**src/rtl/iob_fifo_wr_ptr_ctrl_pkg.sv**
```systemverilog
// rtl/iob_fifo_wr_ptr_ctrl_pkg.sv - shared pointer helpers for the dual-clock FIFO controllers
package iob_fifo_wr_ptr_ctrl_pkg;

    localparam int MAX_PTR_W = 32;

    function automatic int ptr_w(input int addr_w);
        return addr_w + 1;
    endfunction

    function automatic int fifo_depth(input int addr_w);
        return 1 << addr_w;
    endfunction

    function automatic logic [MAX_PTR_W-1:0] bin2gray(input logic [MAX_PTR_W-1:0] b);
        return b ^ (b >> 1);
    endfunction

    // Zero-extended inputs keep the upper XOR terms at zero, so one width serves every P.
    function automatic logic [MAX_PTR_W-1:0] gray2bin(input logic [MAX_PTR_W-1:0] g);
        logic [MAX_PTR_W-1:0] b;
        b[MAX_PTR_W-1] = g[MAX_PTR_W-1];
        for (int i = MAX_PTR_W - 2; i >= 0; i--) begin
            b[i] = b[i+1] ^ g[i];
        end
        return b;
    endfunction

endpackage

```
**src/rtl/iob_fifo_wr_ptr_ctrl_if.sv**
```systemverilog
// rtl/iob_fifo_wr_ptr_ctrl_if.sv - write-port and pointer-exchange signals of the FIFO write controller
interface iob_fifo_wr_ptr_ctrl_if #(
    parameter int ADDR_W = 4
);
    logic              wr_en_i;
    logic [ADDR_W:0]   rd_gptr_i;
    logic [ADDR_W:0]   wr_gptr_o;
    logic [ADDR_W-1:0] wr_addr_o;
    logic              wr_we_o;
    logic              full_o;
    logic              afull_o;
    logic [ADDR_W:0]   level_o;
    logic              overflow_o;

    modport slave (
        input  wr_en_i, rd_gptr_i,
        output wr_gptr_o, wr_addr_o, wr_we_o, full_o, afull_o, level_o, overflow_o
    );

    modport master (
        output wr_en_i, rd_gptr_i,
        input  wr_gptr_o, wr_addr_o, wr_we_o, full_o, afull_o, level_o, overflow_o
    );
endinterface

```
**src/rtl/iob_fifo_wr_ptr_ctrl_sync.sv**
```systemverilog
// rtl/iob_fifo_wr_ptr_ctrl_sync.sv - multi-flop synchroniser for the read-domain Gray pointer
module iob_fifo_wr_ptr_ctrl_sync #(
    parameter int W      = 5,
    parameter int STAGES = 2
) (
    input  logic         clk_i,
    input  logic         cke_i,
    input  logic         arst_i,
    input  logic         rst_i,
    input  logic [W-1:0] d_i,
    output logic [W-1:0] q_o
);
    logic [W-1:0] stage [STAGES];

    always_ff @(posedge clk_i or posedge arst_i) begin
        if (arst_i) begin
            for (int i = 0; i < STAGES; i++) stage[i] <= '0;
        end else if (cke_i) begin
            if (rst_i) begin
                for (int i = 0; i < STAGES; i++) stage[i] <= '0;
            end else begin
                stage[0] <= d_i;
                for (int i = 1; i < STAGES; i++) stage[i] <= stage[i-1];
            end
        end
    end

    assign q_o = stage[STAGES-1];
endmodule

```
**src/rtl/iob_fifo_wr_ptr_ctrl.sv**
```systemverilog
// rtl/iob_fifo_wr_ptr_ctrl.sv - write-side pointer and flag controller of the dual-clock FIFO
module iob_fifo_wr_ptr_ctrl
    import iob_fifo_wr_ptr_ctrl_pkg::*;
#(
    parameter int ADDR_W      = 4,
    parameter int SYNC_STAGES = 2,
    parameter int AFULL_LVL   = 2**ADDR_W - 1
) (
    input  logic                    clk_i,
    input  logic                    cke_i,
    input  logic                    arst_i,
    input  logic                    rst_i,
    iob_fifo_wr_ptr_ctrl_if.slave   bus
);
    localparam int P = ptr_w(ADDR_W);
    localparam int D = fifo_depth(ADDR_W);

    logic [P-1:0] wr_bin, wr_bin_nxt, wr_gptr_nxt;
    logic [P-1:0] rd_gsync, rd_bin_sync, lvl_nxt;
    logic [P-1:0] level_r, wr_gptr_r;
    logic         full_r, afull_r, overflow_r;
    logic         accept;

    iob_fifo_wr_ptr_ctrl_sync #(.W(P), .STAGES(SYNC_STAGES)) u_rd_sync (
        .clk_i  (clk_i),
        .cke_i  (cke_i),
        .arst_i (arst_i),
        .rst_i  (rst_i),
        .d_i    (bus.rd_gptr_i),
        .q_o    (rd_gsync)
    );

    // full_r is next-state registered, so a refused write never needs a combinational level path.
    assign accept      = cke_i & bus.wr_en_i & ~full_r;
    assign wr_bin_nxt  = wr_bin + P'(accept);
    assign wr_gptr_nxt = P'(bin2gray(MAX_PTR_W'(wr_bin_nxt)));
    assign rd_bin_sync = P'(gray2bin(MAX_PTR_W'(rd_gsync)));
    assign lvl_nxt     = wr_bin_nxt - rd_bin_sync;

    always_ff @(posedge clk_i or posedge arst_i) begin
        if (arst_i) begin
            wr_bin     <= '0;
            wr_gptr_r  <= '0;
            level_r    <= '0;
            full_r     <= 1'b0;
            afull_r    <= 1'b0;
            overflow_r <= 1'b0;
        end else if (cke_i) begin
            if (rst_i) begin
                wr_bin     <= '0;
                wr_gptr_r  <= '0;
                level_r    <= '0;
                full_r     <= 1'b0;
                afull_r    <= 1'b0;
                overflow_r <= 1'b0;
            end else begin
                wr_bin     <= wr_bin_nxt;
                wr_gptr_r  <= wr_gptr_nxt;
                level_r    <= lvl_nxt;
                full_r     <= (lvl_nxt == P'(D));
                afull_r    <= (lvl_nxt >= P'(AFULL_LVL));
                overflow_r <= bus.wr_en_i & full_r;
            end
        end
    end

    assign bus.wr_gptr_o  = wr_gptr_r;
    assign bus.wr_addr_o  = wr_bin[ADDR_W-1:0];
    assign bus.wr_we_o    = accept;
    assign bus.full_o     = full_r;
    assign bus.afull_o    = afull_r;
    assign bus.level_o    = level_r;
    assign bus.overflow_o = overflow_r & cke_i;
endmodule

```
**src/flat_wrapper.sv**
```systemverilog
// flat-port wrapper written by rule: the top's interface ports become plain ports
module iob_fifo_wr_ptr_ctrl_flat import iob_fifo_wr_ptr_ctrl_pkg::*;
#(
    parameter int ADDR_W      = 4,
    parameter int SYNC_STAGES = 2,
    parameter int AFULL_LVL   = 2**ADDR_W - 1
)
  (clk_i, cke_i, arst_i, rst_i, bus_wr_en_i, bus_rd_gptr_i, bus_wr_gptr_o, bus_wr_addr_o, bus_wr_we_o, bus_full_o, bus_afull_o, bus_level_o, bus_overflow_o);
  iob_fifo_wr_ptr_ctrl_if #(.ADDR_W(ADDR_W)) bus_i ();
  input  logic clk_i;
  input  logic cke_i;
  input  logic arst_i;
  input  logic rst_i;
  input wire logic [$bits(bus_i.wr_en_i)-1:0] bus_wr_en_i;
  input wire logic [$bits(bus_i.rd_gptr_i)-1:0] bus_rd_gptr_i;
  output wire logic [$bits(bus_i.wr_gptr_o)-1:0] bus_wr_gptr_o;
  output wire logic [$bits(bus_i.wr_addr_o)-1:0] bus_wr_addr_o;
  output wire logic [$bits(bus_i.wr_we_o)-1:0] bus_wr_we_o;
  output wire logic [$bits(bus_i.full_o)-1:0] bus_full_o;
  output wire logic [$bits(bus_i.afull_o)-1:0] bus_afull_o;
  output wire logic [$bits(bus_i.level_o)-1:0] bus_level_o;
  output wire logic [$bits(bus_i.overflow_o)-1:0] bus_overflow_o;
  assign bus_i.wr_en_i = bus_wr_en_i;
  assign bus_i.rd_gptr_i = bus_rd_gptr_i;
  assign bus_wr_gptr_o = bus_i.wr_gptr_o;
  assign bus_wr_addr_o = bus_i.wr_addr_o;
  assign bus_wr_we_o = bus_i.wr_we_o;
  assign bus_full_o = bus_i.full_o;
  assign bus_afull_o = bus_i.afull_o;
  assign bus_level_o = bus_i.level_o;
  assign bus_overflow_o = bus_i.overflow_o;
  iob_fifo_wr_ptr_ctrl #(.ADDR_W(ADDR_W), .SYNC_STAGES(SYNC_STAGES), .AFULL_LVL(AFULL_LVL)) u_core (.clk_i(clk_i), .cke_i(cke_i), .arst_i(arst_i), .rst_i(rst_i), .bus(bus_i));
endmodule
```
**config.mk**
```make
export PLATFORM = sky130hd
export DESIGN_NAME = iob_fifo_wr_ptr_ctrl_flat
export DESIGN_NICKNAME = d
export VERILOG_FILES = /design/src/rtl/iob_fifo_wr_ptr_ctrl_pkg.sv /design/src/rtl/iob_fifo_wr_ptr_ctrl_if.sv /design/src/rtl/iob_fifo_wr_ptr_ctrl_sync.sv /design/src/rtl/iob_fifo_wr_ptr_ctrl.sv /design/src/flat_wrapper.sv
export SDC_FILE = /design/constraint.sdc
export NUM_CORES = 1
export LEC_CHECK = 0
export ABC_AREA = 1
export BUFFER_PORTS_ARGS = -buffer_cell sky130_fd_sc_hd__buf_2
export CORE_MARGIN = 4
export CORE_UTILIZATION = 45
export CTS_CLUSTER_DIAMETER = 120
export CTS_CLUSTER_SIZE = 20
export DETAILED_ROUTE_END_ITERATION = 10
export PLACE_DENSITY = 0.67
export SETUP_SLACK_MARGIN = 0.2
export SLEW_MARGIN = 20
export SYNTH_ARGS = -nofsm -noshare
export SYNTH_HDL_FRONTEND = slang
export SYNTH_HIERARCHICAL = 1
export SYNTH_SLANG_ARGS = --single-unit
```
**constraint.sdc**
```tcl
create_clock -name clk_i -period 3.3 [get_ports clk_i]
set_input_delay 0.66 -clock clk_i [delete_from_list [all_inputs] [get_ports clk_i]]
set_output_delay 0.66 -clock clk_i [all_outputs]
set_load 0.02 [all_outputs]
```
* Word-level counts from Yosys, hierarchy flattened
Index checks and enable logic that the tools add are counted.
** Storage, ports and cells
- Register bits :: 28
- Latch bits :: 0
- Bits in writable memories :: 0
- Memory bits (read-only) :: 0
- Bits of input ports :: 10
- Output and inout bits :: 18
- Logic and storage cells :: 29
- Memories kept :: 0
** Cells by class
- Add/subtract/negate cells :: 2
- $mul :: 0
- Divide/modulo/power cells :: 0
- $lt $le $gt $ge :: 1
- Equality and inequality tests :: 1
- Shift-type cells :: 0
- Mux-type cells :: 7
- Bitwise operators :: 10
- Reduce and logical (&&, ||, !) cells :: 0
** Operators by type and width (count)
- 5-bit 2-to-1 mux :: 3
- 10-bit 2-to-1 mux :: 1
- 5-bit by 1-bit adder with 5-bit output :: 1
- 5-bit == test, second input constant :: 1
- 5-bit by 4-bit >= comparator with 1-bit output, second input constant :: 1
- 5-bit subtractor :: 1
- 5-bit by 4-bit XOR with 5-bit output :: 1
- 1-bit bitwise AND :: 4
- 1-bit XOR :: 4
- 1-bit 2-to-1 mux :: 3
- 1-bit NOT :: 1

* Longest topological paths before layout
Gate-level depths: netlist of the first run.
- Depth after elaboration :: 7
- Depth in mapped cells :: 17
- Depth with buffers taken out :: 16

* By module
The synthesis of the first run kept the hierarchy.
** By module, submodules not included
- iob_fifo_wr_ptr_ctrl :: instances 1, cells each 132, area each 1101.1 µm², sequential area each 425.4 µm²
- iob_fifo_wr_ptr_ctrl_sync :: instances 1, cells each 49, area each 440.4 µm², sequential area each 250.2 µm²

* Worst setup path before layout of the first run
Ideal clock, no wire load.
- Path type :: input -> register
- Start :: input bus_wr_en_i
- End :: register u_core.full_r (netlist: u_core/bus.full_o)
- Setup time :: 0.066 ns
- Data arrival time :: 2.702 ns
- Data required time :: 3.234 ns
- Setup slack :: 0.533 ns
- Stages on the path :: 12
- Buffers on the path :: 0
- Cells stage by stage :: nand2_1 > nor2_1 > ha_1 > ha_1 > xnor2_2 > inv_2 > ha_1 > xor2_1 > nand3_1 > nor2_2 > nand2_1 > nand2_1
** On the way
- Cells in the longest elaborated chain, start to end :: 6
** RTL lines
- start: declaration :: RTL line flat_wrapper.sv:14 : input wire logic [$bits(bus_i.wr_en_i)-1:0] bus_wr_en_i;
- 1-bit bitwise AND (2 in a row) :: RTL line iob_fifo_wr_ptr_ctrl.sv:34 : assign accept = cke_i & bus.wr_en_i & ~full_r;
- via bus_wr_we_o :: RTL line flat_wrapper.sv:18 : output wire logic [$bits(bus_i.wr_we_o)-1:0] bus_wr_we_o;
- 5-bit by 1-bit adder with 5-bit output :: RTL line iob_fifo_wr_ptr_ctrl.sv:35 : assign wr_bin_nxt = wr_bin + P'(accept);
- 5-bit subtractor :: RTL line iob_fifo_wr_ptr_ctrl.sv:38 : assign lvl_nxt = wr_bin_nxt - rd_bin_sync;
- 5-bit == test :: RTL line iob_fifo_wr_ptr_ctrl.sv:60 : full_r <= (lvl_nxt == P'(D));
- 1-bit 2-to-1 mux :: RTL line iob_fifo_wr_ptr_ctrl.sv:49 : if (rst_i) begin
- end signal: assignment :: RTL line iob_fifo_wr_ptr_ctrl.sv:60
- end: declaration :: RTL line iob_fifo_wr_ptr_ctrl.sv:21 : logic full_r, afull_r, overflow_r;
The timed path passes the listed nets, and every way through them passes these cells.
A chain may end at the register's enable or synchronous reset.

* Final worst setup path of the first run
- Start :: register u_core.u_rd_sync.stage, in the netlist u_core/u_rd_sync/q_o[4]
- End :: register u_core.full_r (netlist: u_core/bus.full_o)
** On the way
- Cells in the longest elaborated chain, start to end :: 7
** RTL lines
- start: declaration :: RTL line iob_fifo_wr_ptr_ctrl_sync.sv:13 : logic [W-1:0] stage [STAGES];
- 1-bit XOR (4 in a row) :: RTL line iob_fifo_wr_ptr_ctrl_pkg.sv:23 : b[i] = b[i+1] ^ g[i];
- 5-bit subtractor * :: RTL line iob_fifo_wr_ptr_ctrl.sv:38
- 5-bit == test * :: RTL line iob_fifo_wr_ptr_ctrl.sv:60
- 1-bit 2-to-1 mux * :: RTL line iob_fifo_wr_ptr_ctrl.sv:49
Every way passes the cells marked *; elsewhere a longest branch is shown, timed or not.

==> impl_metrics.yaml, run 1 <==
setup_path:
  arrival_ns: 2.97
  ff2ff_path_depth: 13
  critPathLaunch: "u_core/u_rd_sync/q_o[4]"
  path_max_fanout: 5
  cp-end-kind: "flop"
  endpoint: "u_core/bus.full_o"
  r2r-start: "u_core/u_rd_sync/q_o[4]"
  rr_endpoint: "u_core/bus.full_o"
  setup.worst_path.class: "reg2reg"
  required_ns: 3.57
  ff2ff_setup_slack_ns: 0.60
  critPathLaunchType: "flop"
floorplan:
  start_util_pct: 48.9
  rows: 20
  fp.dieH_um: 66.5
  die_w_um: 66.5
  ioPinCount: 28
  coreArea_um2: 3150
  die_area_um2: 4430
yosys:
  synth-seq-area-share_pct: 43.8
  synth_cell_type_count: 27
  synth-seq-cells: 27
  synth_area_leaders: "dfrtp_1 44%, nand2_1 14%, nand3_1 7.1%, ha_1 4.9%, inv_1 3.7%"
  synth-edff-count: 0
  ys_async_sr_fraction_pct: 100
  yosysTopAreaCellShare_pct: 43.8
  yosys_warnings: 6
  synthCells: 181
  synthesis.area_um2: 1540
  yosysTopAreaCell: "dfrtp_1"
  ys.flop_type: "dfrtp_1"
  avgSynthCellArea_um2: 8.52
  synth_nets: 198
placement:
  dp_hpwl_um: 2530
  gp_congestion: 0.852
  portBuffers: 27
global_route:
  grt_pass1_vias: 1266
  grt.overflow.total: 0
  grt_max_degree: 18
  grt_pass1_wl_um: 5700
  antenna_found_initial: 0
  grt.total_usage_pct: 16.9
detailed_routing:
  drtIter0Drc: 53
  postRouteAntennaNets: 0
  vias_per_cell: 5.20
  wl_per_cell_um: 13.2
  dr.pass1.iters: 4
  drcViolationCount: 0
  vias: 1294
  wirelength_um: 3290
cts:
  numCtsBuffers: 3
  path_clk_slew_ns: 0.15
  cts_buffer_depth: 2
  root_buffer: "clkbuf_4"
  htreeDepth: 1
  post_cts_resized: 0
  cts_tree: "yes"
  hold_buffers: 0
  cts.sinks: 27
  clk_latency_ns: 0.32
  cts_setup_buffers: 0
timing:
  tns_ns: 0
  finalCritPeriodShare_pct: 81.8
  slew_viol_final: 0
  period_minus_slack_ns: 2.70
  slew-limit-headroom_pct: 56.3
  worstMarginPinSlew_ns: 0.655
  final-hold-violation-count: 0
  setup_viol: 0
  clock_skew_ns: 0.00506
  fmax_mhz: 370
  rsz0062_at_grt: "false"
pwr:
  vdd_drop_max_uv: 201
  p_per_area_nw_per_um2: 464
  p_leak_uw: 0.000966
  p_total_uw: 790
job:
  cap_violations: 0
layout:
  synthToLayoutAreaGrowth_pct: 10.4
  regArea_um2: 676
  fin_nets: 223
  fillers: 312
  multi_input_area_um2: 718
  antenna-diode-count: 0
  drive_above_1_share_pct: 24.4
outcome:
  status: "complete, no violations"
min_path:
  hp-class: "in2async"
worst min path at each step:
stage                                     end  slack [ns]                       from
finish              u_core/u_rd_sync/stage[6]        0.29                     arst_i
global route          u_core/u_rd_sync/q_o[0]        0.31                     arst_i
CTS                 u_core/u_rd_sync/stage[5]        0.29                     arst_i
detailed placement  u_core/u_rd_sync/stage[7]        0.47  u_core/u_rd_sync/stage[7]
global placement        u_core/bus.level_o[3]        0.46      u_core/bus.level_o[3]
floorplan           u_core/u_rd_sync/stage[5]        0.45  u_core/u_rd_sync/stage[5]
layout make-up:
cell class              count  share of cell area, %
multi-input cells         125                   42.2
flip-flops and latches     27                   39.7
repair buffers             28                   8.38
inverters                  21                   4.93
well taps                  44                   3.24
clock buffers               4                   1.54
cell usage after synthesis, types with 3 or more instances:
cell type	number
o21ai_0	10
buf_4	5
xor2_1	3
ha_1	6
nand3_1	22
nand2_1	58
dfrtp_1	27
nand2_2	3
inv_2	5
nand3_2	3
inv_1	15
a21oi_1	5
cells in the final DEF (no fill, tap or decap), drive strengths merged, types with 4 or more instances in the layout:
| cell | instances |
|---|---|
| a21oi | 5 |
| buf | 28 |
| clkbuf | 4 |
| dfrtp | 27 |
| ha | 6 |
| inv | 20 |
| nand2 | 62 |
| nand3 | 26 |
| o21ai | 10 |
| xor2 | 4 |
registers in the layout, indices dropped and copies added, names as in the netlist:
register and flops:
u_core/overflow_r 1, u_core/bus.afull_o 1, u_core/bus.full_o 1, u_core/u_rd_sync/q_o 5, u_core/bus.level_o 5, u_core/u_rd_sync/stage 5
u_core/bus.wr_gptr_o 4, u_core/wr_bin 5
routing by layer:
layer	global-route usage [%]	vias up	part of all wire (%)
met5	0	-	0
met4	7.87	0	1.4
met3	2.70	4	4.0
met2	27.4	32	51
met1	21.9	632	44
li1	-	626	-
report_power, final:
part / switching (uW) / total [uW] / leakage, uW / internal (uW)
Combinational: 172 / 261 / 0.000589 / 89.9
Sequential: 19.2 / 383 / 0.000363 / 364
Clock: 97.9 / 145 / 0.0000150 / 47.4
stage by stage:
step           worst slack, ns  hold WS, ns  cells  area, um2  utilization (%)
4_1_cts                  0.595        0.295    249       1700             54.0
2_1_floorplan            0.533        0.450    181       1540                -
3_3_place_gp             0.541        0.463    245       1680             53.1
6_report                 0.600        0.285    249       1700             54.0
5_1_grt                  0.419        0.307    249       1700             54.0
3_5_place_dp             0.407        0.466    245       1680             53.1
critical path, stage by stage, from the launching register on:
cell,delay [ns]
dfrtp_1,0.46
nand2_1,0.13
nand3_2,0.11
nand2_4,0.11
xor2_2,0.21
xor2_1,0.17
inv_1,0.07
ha_1,0.23
fa_1,0.45
xor2_1,0.34
nand3_1,0.16
nor2_2,0.12
nand2_1,0.05
nand2_1,0.04
cell families (layout without fill, tap and decap cells):
group	after synthesis	after routing	share of synthesized area (%)
fa+ha+maj	7	7	6.17
xor+xnor	5	5	3.82
simple gates	95	95	30.0
compound gates	18	18	6.66
buf+inv	29	53	9.58
flops	27	27	43.8
Power figures use the tool's default switching activity.
==> run 2: changes to the inputs <==
Clock period 3.3 ns to 2.7 ns, I/O delays scaled along.
==> impl_metrics.yaml, run 2 (synthesis gave the netlist of run 1 again) <==
timing:
  final-hold-violation-count: 0
  fmax_mhz: 404
  tns_ns: 0
  slew_viol_final: 0
  slew-limit-headroom_pct: 57.3
  finalCritPeriodShare_pct: 91.7
  rsz0062_at_grt: "true"
  clock_skew_ns: 0.00956
  setup_viol: 0
  period_minus_slack_ns: 2.47
  worstMarginPinSlew_ns: 0.640
layout:
  mostFrequentLayoutCells: "54 x nand2_1, 27 x buf_2, 26 x dfrtp_1"
  fin_area_um2: 1840
  final_common_cell: "nand2_1"
  synthToLayoutAreaGrowth_pct: 19.1
  drive_above_1_share_pct: 32.5
  multi_input_area_um2: 795
  regArea_um2: 677
  fillers: 298
  antenna-diode-count: 0
  fin_nets: 230
floorplan:
  start_util_pct: 48.9
  ioPinCount: 28
  rows: 20
  die_area_um2: 4430
  fp.dieH_um: 66.5
  coreArea_um2: 3150
  die_w_um: 66.5
setup_path:
  arrival_ns: 2.71
  rr_endpoint: "u_core/bus.afull_o"
  r2r-start: "u_core/u_rd_sync/q_o[3]"
  max_stage_delay_ns: 0.47
  cp-end-kind: "flop"
  path_common_cell: "nand2_1"
  required_ns: 2.93
  crit_chain: "inv_2 > nand2_2 > nand3_4 > nand2_4 > xor2_4 > xor2_1 > inv_1 > ha_2 > fa_2 > o21ai_2 > nand2_1 > nand3_4 > nand2_1 > inv_1 > nand2_1"
  path_max_fanout: 4
  critPathLaunchType: "flop"
  ff2ff_setup_slack_ns: 0.23
  endpoint: "u_core/bus.afull_o"
  critPathLaunch: "u_core/u_rd_sync/q_o[3]"
  ff2ff_path_depth: 15
  setup.worst_path.class: "reg2reg"
  cp_slowest_cell: "dfrtp_1"
detailed_routing:
  dr.pass1.iters: 5
  vias_per_cell: 4.92
  drtIter0Drc: 49
  wl_per_cell_um: 12.8
  wirelength_um: 3270
  postRouteAntennaNets: 0
  drcViolationCount: 0
  vias: 1259
cts:
  numCtsBuffers: 3
  hold_buffers: 0
  path_clk_slew_ns: 0.15
  cts.sinks: 27
  root_buffer: "clkbuf_4"
  cts_buffer_depth: 2
  htreeDepth: 1
  cts_tree: "yes"
  clk_latency_ns: 0.32
job:
  cap_violations: 0
pwr:
  p_per_area_nw_per_um2: 557
  p_leak_uw: 0.00101
  vdd_drop_max_uv: 284
global_route:
  antenna_found_initial: 0
  grt_max_degree: 18
  grt_pass1_wl_um: 5330
  grt_pass1_vias: 1208
  grt.total_usage_pct: 15.6
  grt.overflow.total: 0
min_path:
  hp-class: "in2async"
outcome:
  status: "complete, no violations"
placement:
  gp_congestion: 0.869
  place_area_um2: 1700
  dp_hpwl_um: 2430
  portBuffers: 27
-- run 2: layout make-up --
type | count | share of cell area (%)
well taps | 44 | 3.00
flip-flops and latches | 27 | 36.9
repair buffers | 35 | 10.8
clock buffers | 4 | 1.43
inverters | 21 | 4.57
multi-input cells | 125 | 43.3
-- run 2: through the flow --
stage | worst slack (ns) | hold WS [ns] | util [%] | instances | power [uW]
2_1_floorplan | 0.232 | 0.380 | - | 181 | 726
3_3_place_gp | 0.107 | 0.460 | 53.8 | 246 | 798
3_5_place_dp | 0.0726 | 0.467 | 53.8 | 246 | 804
4_1_cts | 0.207 | 0.189 | 55.8 | 251 | 1010
5_1_grt | 0.0510 | 0.199 | 58.2 | 256 | 1100
6_report | 0.225 | 0.171 | 58.2 | 256 | 1020
-- run 2: worst min-delay path by stage --
stage / start / endpoint / slack [ns] / depth (start not counted)
final: arst_i / u_core/u_rd_sync/stage[6] / 0.17 / 2
after global routing: arst_i / u_core/u_rd_sync/q_o[0] / 0.20 / 2
after CTS: arst_i / u_core/u_rd_sync/stage[5] / 0.19 / 2
after detailed placement: u_core/u_rd_sync/stage[6] / u_core/u_rd_sync/stage[6] / 0.47 / 2
after global placement: u_core/bus.wr_gptr_o[2] / u_core/bus.wr_gptr_o[2] / 0.46 / 2
after floorplan: arst_i / u_core/u_rd_sync/q_o[0] / 0.38 / 1
-- run 2: timing repair --
item                                   4_1_cts  5_1_grt
setup buffers                                1        5
resized for setup                            4       11
setup endpoints to repair                    4        3
pin swaps                                    4        7
endpoints found under the hold margin        0        0
-- run 2: worst max-delay path: cells and delay by family, from the launching register on --
kind                       cells  cell delay, ns
adders and majority gates      2            0.65
and+or+nand+nor                7            0.59
DFF                            1            0.47
xor gates and xnor gates       2            0.31
buffers and inverters          3            0.18
AOI/OAI and AO/OA              1            0.17
-- run 2: power by group --
group          switching (uW)  internal (uW)
combinational             229            147
sequential               28.4            445
clock                     116           57.8
-- run 2: layer usage --
layer,global-route usage [%],vias to the layer above,wire length [um]
met1,21.5,593,1460
li1,-,636,-
met5,0,-,0
met4,4.06,0,35
met2,25.8,26,1650
met3,2.19,4,125
==> run 3: changes to the inputs <==
Settings changed: RECOVER_POWER set to 100.
==> impl_metrics.yaml, run 3 (synthesis gave the netlist of run 1 again) <==
cts:
  cts.sinks: 27
  path_clk_slew_ns: 0.15
  cts_buffer_depth: 2
  root_buffer: "clkbuf_4"
  htreeDepth: 1
  numCtsBuffers: 3
  cts_tree: "yes"
  clk_latency_ns: 0.32
setup_path:
  critPathLaunchType: "flop"
  max_stage_delay_ns: 0.46
  cp-end-kind: "flop"
  r2r-start: "u_core/u_rd_sync/q_o[4]"
  cp_slowest_cell: "dfrtp_2"
  required_ns: 2.97
  path_max_fanout: 5
  ff2ff_path_depth: 16
  ff2ff_setup_slack_ns: 0.20
  arrival_ns: 2.77
  critPathLaunch: "u_core/u_rd_sync/q_o[4]"
  rr_endpoint: "u_core/bus.full_o"
  setup.worst_path.class: "reg2reg"
  crit_chain: "inv_2 > nand2_2 > nand3_4 > nand2_2 > xor2_4 > xor2_1 > inv_1 > ha_2 > fa_2 > o21ai_2 > inv_1 > nand3_2 > nand3_4 > nor2_2 > nand2_1 > nand2_1"
layout:
  antenna-diode-count: 0
  fillers: 312
  drive_above_1_share_pct: 21.7
  regArea_um2: 677
  synthToLayoutAreaGrowth_pct: 16.5
  final_common_cell: "nand2_1"
  fin_nets: 230
  mostFrequentLayoutCells: "54 x nand2_1, 26 x dfrtp_1, 21 x clkbuf_1, 21 x nand3_1, 16 x inv_1"
  multi_input_area_um2: 782
timing:
  setup_viol: 0
  slew_viol_final: 0
  final-hold-violation-count: 0
  slew-limit-headroom_pct: 57.4
  finalCritPeriodShare_pct: 92.6
  tns_ns: 0
  fmax_mhz: 400
  worstMarginPinSlew_ns: 0.639
  worst_slack_ns: 0.200
  whs_ns: 0.171
  clock_skew_ns: 0.00716
  rsz0062_at_grt: "true"
  period_minus_slack_ns: 2.50
floorplan:
  fp.dieH_um: 66.5
  start_util_pct: 48.9
  coreArea_um2: 3150
  die_area_um2: 4430
  rows: 20
  ioPinCount: 28
  die_w_um: 66.5
placement:
  portBuffers: 27
  preCtsSetupSlack_ns: 0.0726
  gp_congestion: 0.869
  dp_hpwl_um: 2430
global_route:
  grt_max_degree: 18
  antenna_found_initial: 0
  grt.total_usage_pct: 15.6
  grt_pass1_vias: 1208
  grt.overflow.total: 0
  grt_pass1_wl_um: 5330
detailed_routing:
  wirelength_um: 3260
  postRouteAntennaNets: 0
  wl_per_cell_um: 12.7
  vias_per_cell: 4.97
  dr.pass1.iters: 4
  vias: 1272
  drtIter0Drc: 61
  drcViolationCount: 0
pwr:
  p_per_area_nw_per_um2: 564
  p_leak_uw: 0.000927
  vdd_drop_max_uv: 279
min_path:
  hp-class: "in2async"
outcome:
  status: "complete, no violations"
job:
  cap_violations: 0
## run 3: power by group
part | leakage, uW | switching [uW] | internal (uW)
clock | 0.0000150 | 117 | 57.8
sequential | 0.000361 | 29.3 | 445
combinational | 0.000551 | 227 | 136
total | 0.000927 | 373 | 639
## run 3: metal layers
| metal | up-vias | global-route usage, % | wire, um |
|---|---|---|---|
| met4 | 0 | 4.06 | 35 |
| met1 | 600 | 21.5 | 1430 |
| met5 | - | 0 | 0 |
| met2 | 32 | 25.8 | 1640 |
| li1 | 636 | - | - |
| met3 | 4 | 2.19 | 153 |
## run 3: final cells by class
class                      instances  share of cell area, %
clock buffer                       4                   1.46
tap                               44                   3.07
multi-input combinational        125                   43.6
timing repair buffer              35                   9.55
sequential                        27                   37.7
inverter                          21                   4.67
## run 3: repair_timing
| item | 4_1_cts | 5_1_grt |
|---|---|---|
| hold buffers | 0 | 0 |
| pin swaps | 4 | 7 |
| buffers inserted | 1 | 5 |
| resized for setup | 4 | 11 |
| endpoints found under the setup margin | 4 | 3 |
## run 3: worst max path at each step
stage	end	slack [ns]	cells after the start
final	u_core/bus.full_o	0.20	16
after global routing	u_core/bus.full_o	0.02	16
after CTS	u_core/bus.full_o	0.21	14
after detailed placement	u_core/bus.full_o	0.07	16
after global placement	u_core/bus.full_o	0.11	14
after floorplan	u_core/bus.full_o	0.23	16
## run 3: critical path: cells and delay by family (launching register included)
kind,cells,cell delay [ns]
simple gates,8,0.63
flops,1,0.46
xor+xnor,2,0.32
compound gates,1,0.17
buf+inv,3,0.20
fa+ha+maj,2,0.66
## run 3: through the flow
stage / cell area, um2 / std cells / util [%] / power [uW]
6_report: 1800 / 256 / 56.9 / 1010
3_3_place_gp: 1700 / 246 / 53.8 / 798
2_1_floorplan: 1560 / 181 / - / 726
5_1_grt: 1800 / 256 / 56.9 / 1090
3_5_place_dp: 1700 / 246 / 53.8 / 804
4_1_cts: 1760 / 251 / 55.8 / 1010
